==> src/rtl/iobus_pkg.sv <==
// iobus_pkg: shared FSM state type and OTTER MMIO peripheral addresses for the IOBUS arbiter.
package iobus_pkg;
  typedef enum logic [1:0] {IDLE, ACCESS, RESP} iobus_state_t;
  localparam logic [31:0] SWITCHES_AD = 32'h11000000;
  localparam logic [31:0] LEDS_AD     = 32'h11000020;
  localparam logic [31:0] SSEG_AD     = 32'h11000040;
endpackage

==> src/rtl/rr_arb2.sv <==
// rr_arb2: combinational 2-way round-robin picker.
//   req_i[1:0]  requests, bit n = master n
//   last_gnt_i  master granted most recently; loses a tie
//   gnt_valid_o any request present
//   gnt_id_o    winning master
module rr_arb2
  import iobus_pkg::*;
(
  input  logic [1:0] req_i,
  input  logic       last_gnt_i,
  output logic       gnt_valid_o,
  output logic       gnt_id_o
);
  assign gnt_valid_o = |req_i;
  assign gnt_id_o    = &req_i ? ~last_gnt_i : req_i[1];
endmodule

==> src/rtl/iobus_arbiter.sv <==
// iobus_arbiter: round-robin sharing of the OTTER MMIO bus between the CPU (M0) and a second master (M1).
//   clk_i, rst_ni           clock, asynchronous active-low reset
//   mX_req/wr/addr/wdata_i  request level, write flag, address, write data (sampled when granted)
//   mX_ack_o, mX_rdata_o    one-cycle completion pulse, read data valid with ack (0 for writes)
//   iobus_addr/out/wr_o     peripheral address, write data, one-cycle write strobe
//   iobus_in_i              peripheral read data, combinational on iobus_addr_o
//   busy_o                  transaction in progress
module iobus_arbiter
  import iobus_pkg::*;
#(
  parameter int WAIT_CYCLES = 0,
  parameter int ADDR_W      = 32,
  parameter int DATA_W      = 32
) (
  input  logic              clk_i,
  input  logic              rst_ni,
  input  logic              m0_req_i,
  input  logic              m0_wr_i,
  input  logic [ADDR_W-1:0] m0_addr_i,
  input  logic [DATA_W-1:0] m0_wdata_i,
  output logic              m0_ack_o,
  output logic [DATA_W-1:0] m0_rdata_o,
  input  logic              m1_req_i,
  input  logic              m1_wr_i,
  input  logic [ADDR_W-1:0] m1_addr_i,
  input  logic [DATA_W-1:0] m1_wdata_i,
  output logic              m1_ack_o,
  output logic [DATA_W-1:0] m1_rdata_o,
  output logic [ADDR_W-1:0] iobus_addr_o,
  output logic [DATA_W-1:0] iobus_out_o,
  output logic              iobus_wr_o,
  input  logic [DATA_W-1:0] iobus_in_i,
  output logic              busy_o
);
  if (WAIT_CYCLES < 0 || WAIT_CYCLES > 15) begin : g_wait_chk
    $error("WAIT_CYCLES must be 0..15");
  end

  localparam logic [3:0] WC = 4'(WAIT_CYCLES);

  iobus_state_t      state_q;
  logic [3:0]        wcnt_q;
  logic              gnt_q, last_gnt_q, wr_q;
  logic [ADDR_W-1:0] addr_q;
  logic [DATA_W-1:0] wdata_q, rdata_q;
  logic              gnt_valid, gnt_id, access;

  rr_arb2 u_arb (
    .req_i      ({m1_req_i, m0_req_i}),
    .last_gnt_i (last_gnt_q),
    .gnt_valid_o(gnt_valid),
    .gnt_id_o   (gnt_id)
  );

  always_ff @(posedge clk_i or negedge rst_ni)
    if (!rst_ni) begin
      state_q    <= IDLE;
      wcnt_q     <= '0;
      gnt_q      <= 1'b0;
      last_gnt_q <= 1'b1;
      wr_q       <= 1'b0;
      addr_q     <= '0;
      wdata_q    <= '0;
      rdata_q    <= '0;
    end else
      case (state_q)
        IDLE: if (gnt_valid) begin
          state_q <= ACCESS;
          gnt_q   <= gnt_id;
          wr_q    <= gnt_id ? m1_wr_i : m0_wr_i;
          addr_q  <= gnt_id ? m1_addr_i : m0_addr_i;
          wdata_q <= gnt_id ? m1_wdata_i : m0_wdata_i;
          wcnt_q  <= WC;
        end
        ACCESS: if (wcnt_q != 4'd0) wcnt_q <= wcnt_q - 4'd1;
        else begin
          rdata_q <= wr_q ? '0 : iobus_in_i;
          state_q <= RESP;
        end
        RESP: begin
          last_gnt_q <= gnt_q;
          state_q    <= IDLE;
        end
        default: state_q <= IDLE;
      endcase

  // Bus and response outputs are decoded from registered state only, so
  // reset clears them immediately and the strobe is confined to the final ACCESS cycle.
  assign access       = state_q == ACCESS;
  assign iobus_addr_o = access ? addr_q : '0;
  assign iobus_out_o  = access ? wdata_q : '0;
  assign iobus_wr_o   = access && wcnt_q == 4'd0 && wr_q;
  assign busy_o       = state_q != IDLE;
  assign m0_ack_o     = state_q == RESP && !gnt_q;
  assign m1_ack_o     = state_q == RESP && gnt_q;
  assign m0_rdata_o   = m0_ack_o ? rdata_q : '0;
  assign m1_rdata_o   = m1_ack_o ? rdata_q : '0;
endmodule

==> config.mk <==
export PLATFORM = sky130hd
export DESIGN_NAME = iobus_arbiter
export DESIGN_NICKNAME = d
export VERILOG_FILES = /design/src/rtl/iobus_pkg.sv /design/src/rtl/rr_arb2.sv /design/src/rtl/iobus_arbiter.sv
export SDC_FILE = /design/constraint.sdc
export NUM_CORES = 1
export LEC_CHECK = 0
export ABC_AREA = 1
export BUFFER_PORTS_ARGS = -buffer_cell sky130_fd_sc_hd__buf_2
export CAP_MARGIN = 40
export CORE_AREA = 2 2 117 119
export DETAILED_ROUTE_END_ITERATION = 7
export DIE_AREA = 0 0 119 121
export GPL_ROUTABILITY_DRIVEN = 0
export PLACE_DENSITY = 0.88
export SKIP_CTS_REPAIR_TIMING = 1
export SLEW_MARGIN = 40
export SYNTH_ARGS = -nofsm -noshare
export SYNTH_HDL_FRONTEND = slang
export SYNTH_HIERARCHICAL = 1
export SYNTH_SLANG_ARGS = --single-unit
==> constraint.sdc <==
create_clock -name clk_i -period 2.8 [get_ports clk_i]
set_input_delay 0.28 -clock clk_i [delete_from_list [all_inputs] [get_ports clk_i]]
set_output_delay 0.28 -clock clk_i [all_outputs]
set_load 0.005 [all_outputs]
Word level (Yosys, flattened, before mapping) --
Cells that the tools add are included.
Operators by class: add/subtract/negate cells 1, equal/unequal tests 5, muxes and demuxes 15, bitwise operators 2, reductions and logical operators 16
Operators by type and width (count):
- $mux 32 | 7
- $mux 4 | 2
- $pmux 4 s2 | 1
- $reduce_and 2->1 | 4
- $logic_and 1x1->1 | 4
- $logic_not 4->1 | 1
- $mux 2 | 2
- $ne 2x2->1 const B | 2
- $pmux 2 s2 | 1
- $reduce_bool 2->1 | 2
- $reduce_bool 4->1 | 1
- $sub 4x1->4 const B | 1
- $reduce_and 3->1 | 1
- $eq 2x1->1 const B | 1
- $eq 2x2->1 const B | 1
- $logic_not 2->1 | 1
- $mux 1 | 2
- $ne 2x1->1 const B | 1
- $not 1->1 | 2
- $reduce_or 2->1 | 1
- $logic_not 1->1 | 1
Word-level totals: register bits after elaboration 105, input bits 166, output and inout port bits 132, logic and storage cells 47

Logic depth before layout (Yosys ltp) --
Gate-level depths: netlist of run 1.
depth in word-level cells 3, mapped depth 8, depth with buffers taken out 7

Cells and area by module --
Netlist of run 1, hierarchy kept.
Modules (own cells, without submodules):
- iobus_arbiter | instances 1, cells an instance 750, area an instance 5758.0 um^2, seq. area each 2628.8 um^2
- rr_arb2 | instances 1, cells an instance 3, area an instance 15.0 um^2, seq. area each 0.0 um^2

Worst setup path after synthesis of run 1 --
No wires, ideal clock.
path type register -> output, start register state_q[0], end output m1_rdata_o[21], arrival 1072 ps, data required time 2520 ps, setup slack 1448 ps, cell stages (with the launch flop) 7, path buffers 1, cells stage by stage dfrtp_1 -> inv_2 -> nand2_1 -> nor2_1 -> inv_1 -> buf_2 -> nor2_1
Between the ends: word-level cells in the longest chain between the ends 3
RTL lines:
- start, declared | line iobus_arbiter.sv:41 | iobus_state_t state_q;
- start signal, assigned | line iobus_arbiter.sv:57 | state_q <= IDLE;
- start signal, assigned | line iobus_arbiter.sv:68 | state_q <= ACCESS;
- start signal, assigned | line iobus_arbiter.sv:78 | state_q <= RESP;
- $eq 2x2->1 | line iobus_arbiter.sv:95 | assign m1_ack_o = state_q == RESP && gnt_q;
- $logic_and 1x1->1 | line iobus_arbiter.sv:95
- via m1_ack_o | line iobus_arbiter.sv:27 | output logic m1_ack_o,
- $mux 32 | line iobus_arbiter.sv:97 | assign m1_rdata_o = m1_ack_o ? rdata_q : '0;
- end, declared | line iobus_arbiter.sv:28 | output logic [DATA_W-1:0] m1_rdata_o,
The timed path passes the listed nets, and every way through them passes these cells.

Worst setup path after layout of run 1 --
start register state_q[0], end output m1_rdata_o[9]
Between the ends: word-level cells in the longest chain between the ends 3
RTL lines (line):
- $eq 2x2->1 | iobus_arbiter.sv:95
- $logic_and 1x1->1 | iobus_arbiter.sv:95
- $mux 32 | iobus_arbiter.sv:97
Every way passes these cells.

==> results.cfg, run 1 <==
[run_status]
status = complete, but fails checks
violations = negative hold slack

[power]
pwr-share-clk_pct = 16.6
vdd_drop_max_mv = 0.465
p_per_area_nw_per_um2 = 951
p_int_mw = 4.17
power_leakage_nw = 4.22
combPwrFrac_pct = 48.1
p_sw_mw = 3.02
switching_share_pct = 42.0
sequentialPowerShare_pct = 35.3

[yosys]
synth_area_leaders = dfrtp_1 45%, nor2_1 13%, nand2_1 9.1%, a31oi_1 7.0%, inv_1 6.8%
syn_avg_cell_area_sq_um = 7.67
yosysTopAreaCellShare_pct = 45.1
yosysUniqueCellTypes = 26
syn_area_sq_um = 5770
synth_fp_nets = 921
yosysTopAreaCell = dfrtp_1
yosysWarnings = 6
synth_cells = 753
synth-seq-cells = 105
yosysSeqAreaShare_pct = 45.5

[global_route]
grt_first_pass_wirelength_mm = 25.1
track_usage_pct = 21.6
overflow = 0
grt_pass1_vias = 5353
antenna_found_initial = 1
grt_max_degree = 67

[worst_setup_path]
crit_path_start_kind = flop
critPathLaunch = state_q[0]$_DFFE_PN0P_
critical_path_class = reg2out
worstSetupEndpoint = m1_rdata_o[9]
max_stage_delay_ns = 0.38
r2r-end = rdata_q[27]$_DFFE_PN0P_
r2r_setup_slack_ns = 0.93
r2r_start = wcnt_q[0]$_DFFE_PN0P_
cp_common_cell = nor2_1
crit_path_end_kind = primary output
arrival_ns = 1.91
cp_num_buf_inv = 4
required_ns = 2.52
slowest_stage = dfrtp_1
worstRegToRegCells = 7
critPathTopFamily = buffers and inverters
timing.critical_path.depth = 7
cp_max_fo = 23
path_cells = inv_2 -> nand2_1 -> nor2_1 -> inv_1 -> buf_4 -> nor2_1 -> buf_2

[cts]
cts_tree = done
cts_max_level = 3
root_buffer = clkbuf_16
clock_latency_ns = 0.34
cts_made_buffers = 9
cts.path.max_buffers = 2
cts_sinks = 105
path_clk_slew_ns = 0.07

[sta]
setup_violations = 0
finalHoldViolCount = 10
max_slew_margin_pct = 51.5
fin_skew_ns = 0.0125
max_slew.worst_pin.slew_ns = 0.727
period_needed_ns = 2.19
min_period_over_period_pct = 78.1
rsz0062_at_grt = no
max_freq_mhz = 458
hold_ws_ns = -0.0289
slew_viol_final = 0
setup-tns-final_ns = 0

[route]
first_iter_violations = 278
ant_nets = 0
wl_per_cell_microns = 13.0
drc_errors = 0
first_pass_iters = 5
num_vias = 5800
via_per_inst = 4.81
drt_wl_total_mm = 15.7

[run]
cap_violations = 0

[floorplan]
core_sq_um = 13100
start_util_pct = 44.1
fp-row-count = 42
io_pins = 298
die_h_microns = 121
die_w_microns = 119
dieArea_sq_um = 14400

[cells_and_area]
final_common_cell = buf_2
fin_nets = 1191
area_growth_pct = 30.9
final_cell_mix = 296 x buf_2, 201 x nor2_1, 140 x nand2_1
drive_gt1_share_pct = 37.6
final_area_sq_um = 7560

[placed_design]
dpl_cell_area_sq_um = 7270
numPortBuffers = 297
dp_hpwl_mm = 11.9

[worst_hold_path]
holdCritPathClass = in2async
-- power by group through the flow --
stage / sequential (mW) / combinational, mW / clock, mW
finish: 2.54 / 3.46 / 1.20
global placement: 2.53 / 3.37 / 0
CTS: 2.54 / 3.49 / 1.23
detailed placement: 2.56 / 3.48 / 0
global route: 2.61 / 3.90 / 1.29
floorplan: 2.45 / 2.53 / 0
-- worst min path at each step --
stage / startpoint / end / slack [ns] / cells after the start
floorplan: rst_ni / addr_q[0]$_DFFE_PN0P_ / -0.02 / 0
global placement: rst_ni / addr_q[26]$_DFFE_PN0P_ / 0.36 / 1
detailed placement: rst_ni / addr_q[20]$_DFFE_PN0P_ / 0.36 / 1
CTS: rst_ni / addr_q[20]$_DFFE_PN0P_ / -0.02 / 1
global route: rst_ni / addr_q[20]$_DFFE_PN0P_ / 0.03 / 1
finish: rst_ni / addr_q[20]$_DFFE_PN0P_ / -0.03 / 1
-- state kept, by name (all words and copies together) (netlist names) --
name / cells
wcnt_q: 4
last_gnt_q: 1
state_q: 2
wr_q: 1
addr_q: 32
gnt_q: 1
wdata_q: 32
rdata_q: 32
-- per-stage QoR --
step	worst slack (ns)	hold WS [ns]	util, %	total power, mW	cells
CTS	0.606	-0.0156	57.7	7.25	1204
floorplan	1.45	-0.0156	-	4.98	753
global placement	0.879	0.364	55.6	5.90	1188
finish	0.614	-0.0289	57.8	7.19	1205
detailed placement	0.843	0.361	55.6	6.04	1188
global route	0.489	0.0296	57.8	7.81	1205
-- cells in the mapped netlist, drive strengths merged --
library cell and instances:
dfstp 1, nor3 1, ha 2, nand4 1, a21oi 1, a31oi 65
buf 42, nand3 36, nand2 141, dfrtp 104, clkbuf 9, xor2 1
o21ai 36, nor2 203, or2 1, inv 109
-- layer usage --
layer	track usage (%)	part of all wire (%)	vias to the layer above
li1	-	-	2870
met1	25.3	40	2637
met2	38.2	50	266
met3	5.73	8.1	27
met4	7.96	2.1	0
met5	0	0	-
-- cells by family (layout without fill, tap and decap cells) --
| logic type | Yosys count | count (layout) | share of synthesized area (%) |
|---|---|---|---|
| other cells | 0 | 1 | 0 |
| compound gates | 102 | 102 | 12.0 |
| flops | 105 | 105 | 45.5 |
| fa+ha+maj | 2 | 2 | 0.433 |
| simple gates | 383 | 383 | 28.4 |
| xor+xnor | 1 | 1 | 0.152 |
| buf+inv | 160 | 435 | 13.5 |
-- cell type report --
cell class / count / area (sq um)
tap: 176 / 220
timing repair buffer: 310 / 1640
antenna: 1 / 2.50
sequential: 105 / 2630
clock inverter: 5 / 38.8
clock buffer: 11 / 243
fill: 1159 / 5530
inverter: 109 / 410
multi-input combinational: 488 / 2380
Power figures use the tool's default switching activity.
==> inputs of run 2 (changes only) <==
- clock period: 2.8 -> 2.3 ns (I/O delays scaled with it)
==> run 2 against run 1 <==
Against the previous run: the run now ends clean; power up 23%; critical path depth up 1; utilization grew 0.63 points; non-clock buffer count grew 3; final area is 1.1% higher; critical endpoint is now m0_rdata_o[19].
==> results.cfg, run 2 (synthesized netlist as in run 1, its figures left out) <==
[placed_design]
place_ws_ns = 0.486
dp_cells = 1187
numPortBuffers = 297
dp_hpwl_mm = 11.9

[cells_and_area]
drive_gt1_share_pct = 38.0
fillers = 1145
finalNonFillerCells = 1209
final_cell_mix = 296 x buf_2, 200 x nor2_1, 140 x nand2_1
final_common_cell = buf_2
area_growth_pct = 32.3
multi_input_comb_area_sq_um = 2380
fin_nets = 1195
fin_util_pct = 58.4
reg_top3 = addr_q (32), rdata_q (32), wdata_q (32)
seq_area_sq_um = 2630

[sta]
max_freq_mhz = 460
fin_skew_ns = 0.00860
period_needed_ns = 2.17
finalHoldViolCount = 0
max_slew.worst_pin.slew_ns = 0.553
setup-tns-final_ns = 0
max_slew_margin_pct = 63.1
slew_viol_final = 0
layout_setup_ws_ns = 0.128
setup_violations = 0
min_period_over_period_pct = 94.4
rsz0062_at_grt = no

[route]
via_per_inst = 4.86
drt_wl_total_mm = 16.1
first_iter_violations = 289
ant_nets = 0
num_vias = 5871
wl_per_cell_microns = 13.3
drc_errors = 0
first_pass_iters = 6

[global_route]
overflow = 0
track_usage_pct = 22.0
grt_max_degree = 66
grt_pass1_vias = 5455
antenna_found_initial = 1
grt_first_pass_wirelength_mm = 25.5

[power]
combPwrFrac_pct = 49.1
p_per_area_nw_per_um2 = 1160
sequentialPowerShare_pct = 34.7
vdd_drop_max_mv = 0.584
switching_share_pct = 42.0
p_int_mw = 5.12
p_sw_mw = 3.71
pwr-share-clk_pct = 16.2
power_leakage_nw = 4.25

[floorplan]
die_h_microns = 121
start_util_pct = 44.1
io_pins = 298
core_sq_um = 13100
fp-row-count = 42
die_w_microns = 119
dieArea_sq_um = 14400

[worst_setup_path]
crit_path_start_kind = flop
critical_path_class = reg2out
arrival_ns = 1.94
required_ns = 2.07
crit_path_end_kind = primary output
cp_max_fo = 8

[cts]
clock_latency_ns = 0.34
root_buffer = clkbuf_16
cts_tree = done
path_clk_slew_ns = 0.07
cts.path.max_buffers = 2
cts_sinks = 105
cts_made_buffers = 9
cts_max_level = 3

[worst_hold_path]
holdCritPathClass = in2reg

[run]
cap_violations = 0

[run_status]
status = finished clean
==> run 2: path summary, 6_finish.rpt <==
path	startpoint	end	slack [ns]	cells after the start
setup / recovery	state_q[0]$_DFFE_PN0P_	m0_rdata_o[19]	0.13	8
hold / removal	iobus_in_i[30]	rdata_q[30]$_DFFE_PN0P_	0.13	3
setup reg to reg	wcnt_q[0]$_DFFE_PN0P_	rdata_q[22]$_DFFE_PN0P_	0.69	7
hold reg to reg	last_gnt_q$_DFFE_PN1N_	last_gnt_q$_DFFE_PN1N_	0.51	2
max in group asynchronous	rst_ni	last_gnt_q$_DFFE_PN1N_	1.26	3
min in group asynchronous	rst_ni	addr_q[21]$_DFFE_PN0P_	0.36	2
==> run 2: area by class of cell <==
type,instances,share of cell area (%)
clock inverters,4,0.377
inverters,109,5.42
flip-flops and latches,105,34.4
well taps,176,2.88
diodes,1,0.0328
clock buffers,12,3.23
multi-input cells,488,31.1
repair inverters,1,0.0983
repair buffers,313,22.4
==> run 2: stage by stage <==
stage	hold slack [ns]	area, sq um	power (mW)
after floorplan	-0.0656	5770	6.06
after detailed placement	0.200	7300	7.40
after CTS	-0.177	7580	8.87
after global placement	0.197	7300	7.25
after global routing	0.121	7640	9.59
final	0.125	7640	8.83
==> run 2: critical path: stages, from the launching register on <==
cell        delay, ns
dfrtp_1          0.37
inv_2            0.11
nand2_1          0.11
nor2_2           0.30
clkinvlp_4       0.16
buf_4            0.19
buf_4            0.16
nor2_1           0.08
buf_2            0.11
==> run 2: routing by layer <==
layer | vias up | GRT usage [%] | part of all wire, %
li1 | 2876 | - | -
met1 | 2689 | 25.7 | 40
met2 | 272 | 39.5 | 50
met3 | 34 | 4.32 | 7.3
met4 | 0 | 9.15 | 3.2
met5 | - | 0 | 0
==> run 2: power groups by stage <==
stage          logic [mW]  clock network (mW)  registers, mW
6_report             4.33                1.43           3.07
4_1_cts              4.32                1.48           3.07
2_1_floorplan        3.08                   0           2.98
3_3_place_gp         4.20                   0           3.05
5_1_grt              4.89                1.54           3.16
3_5_place_dp         4.30                   0           3.10
==> inputs of run 3 (changes only) <==
- ABC_AREA: 1 -> not set
- CORE_AREA: 2 2 117 119 -> 2 2 115 117
- DIE_AREA: 0 0 119 121 -> 0 0 117 119
- PLACE_DENSITY: 0.88 -> 0.89
==> run 3 against run 2 <==
Against the previous run: hold slack got worse by 0.0056 ns; clock skew barely moved; largest cell class is now multi-input combinational cells; critical path type unchanged; sequential share of layout area rose by 0.49 points; power rose by 4.8%; final area fell by 1.4%.
==> results.cfg, run 3 <==
[run_status]
status = finished clean

[cts]
cts_tree = done
path_clk_slew_ns = 0.07
root_buffer = clkbuf_16
cts_sinks = 105
cts_made_buffers = 9
cts_max_level = 3
clock_latency_ns = 0.34
cts.path.max_buffers = 2

[sta]
period_needed_ns = 1.99
setup_violations = 0
slew_viol_final = 0
max_freq_mhz = 502
setup-tns-final_ns = 0
max_slew.worst_pin.slew_ns = 0.572
layout_setup_ws_ns = 0.308
min_period_over_period_pct = 86.6
max_slew_margin_pct = 61.9
fin_skew_ns = 0.00817
finalHoldViolCount = 0
rsz0062_at_grt = no
hold_ws_ns = 0.120

[yosys]
syn_avg_cell_area_sq_um = 9.07
yosysSeqAreaShare_pct = 47.4
yosysTopAreaCellShare_pct = 46.9
yosysTopAreaCell = dfrtp_1
synthArstFlopShare_pct = 100
synth_fp_nets = 780
synth-edff-count = 0
syn_area_sq_um = 5550
synth_flop_cell = dfrtp_1
synth_area_leaders = dfrtp_1 47%, and2_1 14%, mux2i_1 12%, a21oi_1 6.0%, o21ai_0 5.8%
synth_common_cells = 128 x and2_1, 104 x dfrtp_1, 69 x nor2_1, 67 x a21oi_1, 65 x mux2i_1
synth-seq-cells = 105
yosysWarnings = 6
yosysMostFrequentCell = and2_1
synth_cells = 612
yosysUniqueCellTypes = 29

[cells_and_area]
area_growth_pct = 35.7
fin_nets = 1053
finalNonFillerCells = 1066
final_common_cell = buf_2
fin_util_pct = 58.5
antenna_cells = 0
drive_gt1_share_pct = 37.4
reg_top3 = addr_q (32), rdata_q (32), wdata_q (32)
final_cell_mix = 296 x buf_2, 128 x and2_1, 104 x dfrtp_1

[placed_design]
numPortBuffers = 297
dp_hpwl_mm = 10.6
place_ws_ns = 0.370
dp_cells = 1049

[global_route]
grt_max_degree = 108
overflow = 0
grt_pass1_vias = 4745
grt_first_pass_wirelength_mm = 22.4
antenna_found_initial = 0
track_usage_pct = 20.2

[route]
first_pass_iters = 4
drt_wl_total_mm = 14.4
num_vias = 5136
first_iter_violations = 326
via_per_inst = 4.82
ant_nets = 0
wl_per_cell_microns = 13.5
drc_errors = 0

[power]
switching_share_pct = 38.6
p_sw_mw = 3.57
p_per_area_nw_per_um2 = 1230
combPwrFrac_pct = 47.4
sequentialPowerShare_pct = 35.2
p_int_mw = 5.68
vdd_drop_max_mv = 0.634
pwr-share-clk_pct = 17.4
power_leakage_nw = 3.96

[run]
cap_violations = 0

[worst_setup_path]
crit_path_end_kind = primary output
required_ns = 2.07
cp_max_fo = 34
critical_path_class = reg2out
arrival_ns = 1.76
crit_path_start_kind = flop

[floorplan]
io_pins = 298
fp-row-count = 42
die_h_microns = 119
core_sq_um = 12900
dieArea_sq_um = 13900
start_util_pct = 43.1
die_w_microns = 117

[worst_hold_path]
holdCritPathClass = in2reg
run 3: changes by cell type in the layout (fill, tap and decap cells not counted), sizes merged, moves of 30 or more:
cell and delta:
nand2 -105, inv -100, mux2i +65, a31oi -65, a21oi +66, and2 +128
o21ai +30, nor2 -134, nand3 -34
run 3: path summary, 6_finish.rpt:
kind / startpoint / to / slack, ns / cells after the start
min: iobus_in_i[25] / rdata_q[25]$_DFFE_PN0P_ / 0.12 / 3
max in group asynchronous: rst_ni / wdata_q[11]$_DFFE_PN0P_ / 1.22 / 3
max reg2reg: wcnt_q[0]$_DFFE_PN0P_ / rdata_q[26]$_DFFE_PN0P_ / 0.36 / 5
max: state_q[0]$_DFFE_PN0P_ / m1_rdata_o[5] / 0.31 / 5
min in group asynchronous: rst_ni / addr_q[8]$_DFFE_PN0P_ / 0.42 / 2
min reg2reg: addr_q[9]$_DFFE_PN0P_ / addr_q[9]$_DFFE_PN0P_ / 0.52 / 2
run 3: critical path, cell delays in order (launching register included):
cell and delay [ns]:
dfrtp_1 0.49, nand2b_1 0.23, nor2_1 0.11, buf_4 0.27, and2_1 0.19, buf_2 0.11
run 3: cell type report:
type / count / area (sq um)
inverter: 6 / 22.5
multi-input combinational: 452 / 2700
tap: 176 / 220
clock buffer: 12 / 267
sequential: 105 / 2630
clock inverter: 4 / 48.8
fill: 1165 / 5340
timing repair buffer: 311 / 1650
run 3: metal layers:
layer  vias to the layer above  share of wire, %  global-route usage (%)
li1                       2571                 -                       -
met1                      2370                42                    24.9
met2                       179                51                    35.1
met3                        16               5.4                    3.82
met4                         0               1.6                    7.13
met5                         -                 0                       0
run 3: power by group through the flow:
stage,logic [mW],registers [mW],clock network (mW)
after floorplan,2.84,3.07,0
after global placement,4.26,3.24,0
after detailed placement,4.41,3.28,0
after global routing,4.92,3.37,1.73
after CTS,4.44,3.26,1.65
final,4.38,3.26,1.61
run 3: kinds of logic after synthesis:
| kind of cell | synth area share [%] |
|---|---|
| simple gates | 23.4 |
| compound gates | 12.5 |
| flops | 47.4 |
| mux | 11.9 |
| buf+inv | 4.33 |
| fa+ha+maj | 0.451 |
run 3: per-stage QoR:
| stage | power (mW) | cell area (sq um) |
|---|---|---|
| CTS | 9.34 | 7520 |
| detailed placement | 7.69 | 7210 |
| finish | 9.25 | 7530 |
| global placement | 7.50 | 7210 |
| global route | 10.0 | 7530 |
| floorplan | 5.91 | 5550 |
